`src/rtl/prefix_orient_ctrl.sv`:
```
// rtl/prefix_orient_ctrl.sv - read prefix classifier and payload orienter with error statistics
// Optional PREFIX_REVCOMP_EN: complement each symbol moved during reversal (reverse-complement).
module prefix_orient_ctrl #(
   parameter int N  = 100,
   parameter int P  = 4,
   parameter int CW = 16
) (
   input  logic                 clk,
   input  logic                 rst,
   input  logic                 in_valid,
   output logic                 in_ready,
   input  logic [2*N-1:0]       in_word,
   output logic                 out_valid,
   input  logic                 out_ready,
   output logic [2*(N-2)-1:0]   out_word,
   output logic                 out_reversed,
   output logic                 out_in_prefix,
   output logic                 busy,
   input  logic                 cnt_clr,
   output logic [CW-1:0]        cnt_reversed,
   output logic [CW-1:0]        cnt_prefix_err
);

   localparam int M  = N - 2;
   localparam int IW = $clog2(M + P) + 1;

   localparam logic [1:0] S_IDLE     = 2'd0;
   localparam logic [1:0] S_CLASSIFY = 2'd1;
   localparam logic [1:0] S_REVERSE  = 2'd2;
   localparam logic [1:0] S_OUT      = 2'd3;

`ifdef PREFIX_REVCOMP_EN
   localparam logic [1:0] SYM_XOR = 2'b11;
`else
   localparam logic [1:0] SYM_XOR = 2'b00;
`endif

   logic [1:0]       state;
   logic [2*N-1:0]   word_q;
   logic [2*M-1:0]   src_q;
   logic [2*M-1:0]   dst_q;
   logic [IW-1:0]    idx;
   logic             rev_q;
   logic             pfx_q;
   logic [CW-1:0]    cnt_rev_q;
   logic [CW-1:0]    cnt_pfx_q;

   logic [3:0]       top4;
   logic             cls_rev;
   logic             cls_pfx;
   logic [2*M-1:0]   cls_pay;
   logic [2*M-1:0]   rev_next;
   int               idx_i;
   logic             last_step;
   logic             out_hs;

   assign top4      = word_q[2*N-1 -: 4];
   assign idx_i     = int'(idx);
   assign last_step = (idx_i + P >= M);
   assign out_hs    = (state == S_OUT) && out_ready;

   // A deleted prefix symbol shifts the payload up by one symbol.
   always_comb begin
      cls_rev = 1'b0;
      cls_pfx = 1'b0;
      cls_pay = word_q[2*M-1:0];
      if (top4 == 4'b0100) begin
         cls_rev = 1'b0;
      end else if (top4[3:2] == 2'b01 || top4[3:2] == 2'b00) begin
         cls_pfx = 1'b1;
         cls_pay = word_q[2*(N-1)-1:2];
      end else if (top4 == 4'b1011) begin
         cls_rev = 1'b1;
      end else begin
         cls_rev = 1'b1;
         cls_pfx = 1'b1;
         cls_pay = word_q[2*(N-1)-1:2];
      end
   end

   always_comb begin
      rev_next = dst_q;
      for (int d = 0; d < M; d++) begin
         if ((M - 1 - d) >= idx_i && (M - 1 - d) < idx_i + P)
            rev_next[2*d +: 2] = src_q[2*(M-1-d) +: 2] ^ SYM_XOR;
      end
   end

   always_ff @(posedge clk or posedge rst) begin
      if (rst) begin
         state  <= S_IDLE;
         word_q <= '0;
         src_q  <= '0;
         dst_q  <= '0;
         idx    <= '0;
         rev_q  <= 1'b0;
         pfx_q  <= 1'b0;
      end else begin
         case (state)
            S_IDLE: begin
               if (in_valid) begin
                  word_q <= in_word;
                  state  <= S_CLASSIFY;
               end
            end
            S_CLASSIFY: begin
               rev_q <= cls_rev;
               pfx_q <= cls_pfx;
               idx   <= '0;
               if (cls_rev) begin
                  src_q <= cls_pay;
                  state <= S_REVERSE;
               end else begin
                  dst_q <= cls_pay;
                  state <= S_OUT;
               end
            end
            S_REVERSE: begin
               dst_q <= rev_next;
               idx   <= idx + IW'(P);
               if (last_step)
                  state <= S_OUT;
            end
            default: begin
               if (out_ready)
                  state <= S_IDLE;
            end
         endcase
      end
   end

   // Clear wins over a same-cycle increment; both counters stick at all-ones.
   always_ff @(posedge clk or posedge rst) begin
      if (rst) begin
         cnt_rev_q <= '0;
         cnt_pfx_q <= '0;
      end else if (cnt_clr) begin
         cnt_rev_q <= '0;
         cnt_pfx_q <= '0;
      end else if (out_hs) begin
         if (rev_q && cnt_rev_q != '1)
            cnt_rev_q <= cnt_rev_q + CW'(1);
         if (pfx_q && cnt_pfx_q != '1)
            cnt_pfx_q <= cnt_pfx_q + CW'(1);
      end
   end

   assign in_ready       = (state == S_IDLE);
   assign busy           = (state != S_IDLE);
   assign out_valid      = (state == S_OUT);
   assign out_word       = dst_q;
   assign out_reversed   = rev_q;
   assign out_in_prefix  = pfx_q;
   assign cnt_reversed   = cnt_rev_q;
   assign cnt_prefix_err = cnt_pfx_q;

endmodule

```
`config.mk`:
```
export PLATFORM = sky130hd
export DESIGN_NAME = prefix_orient_ctrl
export DESIGN_NICKNAME = d
export VERILOG_FILES = /design/src/rtl/prefix_orient_ctrl.sv
export SDC_FILE = /design/constraint.sdc
export NUM_CORES = 2
export LEC_CHECK = 0
export CAP_MARGIN = 20
export CORE_MARGIN = 3
export CORE_UTILIZATION = 59
export CTS_CLUSTER_SIZE = 25
export DETAILED_ROUTE_END_ITERATION = 10
export PLACE_DENSITY = 0.95
export SYNTH_ARGS = -nofsm -noshare
export SYNTH_HDL_FRONTEND = slang
export SYNTH_SLANG_ARGS = --single-unit
```
`constraint.sdc`:
```
create_clock -name clk -period 67.6 [get_ports clk]
set_clock_uncertainty 0.1 [all_clocks]
set_input_delay 13.52 -clock clk [delete_from_list [all_inputs] [get_ports clk]]
set_output_delay 13.52 -clock clk [all_outputs]
set_load 0.01 [all_outputs]
```
==> results.md <==
- Worst EP arrival: 17.98 ns
- DPL Wire Length: 58880 µm
- Die H: 227.8 µm
- Setup ws final: 50.17 ns
- Max Cap Violations: 0
- Clock Tree Buf Depth: 3
- PD cells: 53.12 nW/µm²
- Wire per inst: 24.42 µm
- Routed vias: 23670
- Final worst path period share: 25.79%
- First-pass DRT Iterations: 6
- Die width: 227.8 µm
- Total global-route track usage: 34.23%
- Initial Utilization: 60.28%
- Peak per-stage delay on the critical path: 0.87 ns
- Yosys reg bits: 634
- Fin. Hold Viols: 0
- Max-slew violations: 0
- Bufs and invs on worst path: 6
- Cell area after layout: 36170 µm²
- Primary FF master, synth: dfrtp_1
- Minimum clock period after layout: 17.43 ns
- Initial drt markers: 2855
- RSZ-0062 raised after global routing: no
- Top Ports: 438
- Hold Path Cell Cnt: 2
- Critical Path Slowest Stage Cell: buf_4
- Number of enable flip-flop cells after synthesis: 0
- Hold buffers post-CTS: 0
- CTS tree: done
- # setup viols final: 0
- Crit path max-delay family: buffers and inverters
- Syn nets: 2852
- Antenna Nets Post-Route: 0
- TritonCTS Sinks: 634
- H-Tree Depth: 3
- Yosys cell types: 81
- Global route total overflow: 0
- Setup CP Type: in2async
- Drt drc: 0
- Peak Freq: 57.37 MHz
- Die footprint: 51890 µm²
- Leak: 16.51 nW
- Syn Inst Count: 2635
- Worst EP required: 68.15 ns
- Pin count of the biggest net entering global routing: 165
- Core area: 48150 µm²
- CP Launch Type: input pin
- Ys async rst share: 100.0%
- Rows: 80
- Synthesized area: 29020 µm²
- Yosys warnings: 0
- Sequential cell area fraction in the yosys report: 54.66%
- Layout area overhead: 24.62%
- R2R cell count: 7
- Cells along the critical path: clkdlybuf4s50_1 > inv_8 > buf_4 > buf_4 > buf_12 > buf_4
- Setup TNS Final: 0 ns
- Post-CTS setup buffer count: 0
- Clock buffer count from CTS: 67
- CTS clk-pin slew, worst paths: 0.06 ns
- Worst path depth: 6
- Hold/Removal Path Class: reg2reg
- Vias in the first global route: 24050
- Most Frequent Cell on Critical Path: buf_4
- Placed cell areas: 33780 µm²
- FILL cells: 2790
- Post-Route WL: 90500 µm
- Placer congestion estimate: 0.9255
- Port Buffers: 437
- Global-route wire length before repair: 140800 µm
- Status: finished clean
- Post-DR vias/cell: 6.387
- Share of post-route cells with drive strength above 1: 15.99%
- Least-Margin Pin Slew: 1.112 ns
- Mean Syn Cell Area: 11.01 µm²
- CP endpoint kind: async pin
- Worst Path Max Fanout: 164
- Nets@finish: 3211
- Clock insertion delay at the later pin of the skew report: 0.62 ns
- CTS root buf: clkbuf_16
- CTS resizes: 0
- Slew margin rel.: 25.88%
- Worst VDD drop: 0.00004023 V
- Dpl cells: 3577
- Fin cells: 3706
- Pre-CTS WS: 49.49 ns
- Antenna violations before repair: 8
-- registers in the layout, summed over array words and instances (netlist names) --
register        cells
idx                 6
word_q            200
out_reversed        1
cnt_prefix_err     16
out_word          196
cnt_reversed       16
out_in_prefix       1
src_q             196
state               2
-- kinds of logic after synthesis --
family / Yosys count / share of synthesized area, %
XOR/XNOR: 30 / 0.9053
AO/OA/AOI/OAI: 568 / 11.85
adder cells (fa/ha/maj): 12 / 0.5173
multiplexers: 525 / 19.54
AND/OR/NAND/NOR: 644 / 9.489
flip-flops: 634 / 54.66
buffers and inverters: 222 / 3.031
-- worst paths after layout --
path                       startpoint            to  slack [ns]
setup / recovery                  rst   word_q[141]       50.17
hold / removal             src_q[119]    src_q[119]        0.37
setup reg to reg             state[0]  out_word[90]       62.59
hold reg to reg            src_q[119]    src_q[119]        0.37
max in group clk             state[0]          busy       51.82
min in group asynchronous         rst    word_q[12]       13.41
-- per-layer routing --
layer | up-vias | routed length [µm] | global-route usage [%]
met5 | - | 41 | 0
met1 | 11960 | 34590 | 43.55
met3 | 293 | 7465 | 7.148
met2 | 1355 | 44230 | 57.00
li1 | 10060 | - | -
met4 | 6 | 4182 | 15.15
-- worst reg2reg max path: stages, from the launching register on --
cell      delay (ns)
dfrtp_1         0.42
inv_1           0.14
ha_4            0.77
buf_4           0.91
buf_4           0.93
nand2_1         0.65
nor3b_2         0.70
a222oi_1        0.23
-- where the power goes --
part	total, W	switching, W	internal [W]	leakage, nW
combinational	0.000842	0.000455	0.000386	7.65
sequential	0.000700	0.000143	0.000557	7.74
clock	0.000379	0.000162	0.000218	1.12
-- cell type report --
type	count	area, µm²	area share [%]
sequential	634	15870	43.86
tap	656	820.8	2.269
multi-input combinational	1779	12330	34.10
clock inverter	25	292.8	0.8095
clock buffer	95	1972	5.452
timing repair buffer	465	4690	12.97
inverter	47	183.9	0.5085
antenna	5	12.51	0.03459
-- per-stage QoR --
step | power, W | util (%) | hold slack, ns
2_1_floorplan | 0.001175 | - | 0.3370
3_3_place_gp | 0.001450 | 70.17 | 0.3492
3_5_place_dp | 0.001504 | 70.17 | 0.3604
4_1_cts | 0.001909 | 74.87 | 0.3756
5_1_grt | 0.002014 | 75.12 | 0.4013
6_report | 0.001921 | 75.12 | 0.3738
-- synthesized netlist by cell type, types with 5 or more instances --
library cell	n	share of area [%]
a211oi_1	8	0.21
a21o_1	9	0.23
a21oi_1	76	1.3
a221o_1	8	0.28
a221oi_1	14	0.42
a222oi_1	14	0.48
a22o_1	9	0.27
a22oi_1	8	0.21
a31oi_1	7	0.15
and2_1	7	0.15
and3_1	7	0.15
buf_1	8	0.10
buf_2	34	0.59
clkbuf_1	132	1.7
dfrtp_1	634	55
ha_1	12	0.52
inv_1	45	0.58
mux2_1	23	0.89
mux2_2	310	12
mux2i_1	192	6.6
nand2_1	399	5.2
nand2b_1	6	0.13
nand3_1	27	0.47
nand4_1	8	0.17
nor2_1	107	1.4
nor2b_1	10	0.22
nor3_1	23	0.40
nor3b_1	6	0.16
o211ai_1	5	0.13
o21ai_0	295	5.1
o21ai_1	29	0.50
o22ai_1	23	0.50
o31a_1	6	0.18
o31ai_1	9	0.23
or2_1	5	0.11
or2_2	6	0.13
or3_1	14	0.30
xnor2_1	11	0.33
xor2_1	19	0.57
-- placed cells by master (no fill, tap or decap), types with 27 or more instances in the layout --
master and instances:
a21oi_1 76, clkbuf_16 67, clkdlybuf4s50_1 437, dfrtp_1 634
inv_1 43, mux2_2 310, mux2i_1 192, nand2_1 397
nand3_1 27, nor2_1 105, o21ai_0 294, o21ai_1 29
No activity file was read; power rests on OpenSTA's default activity.
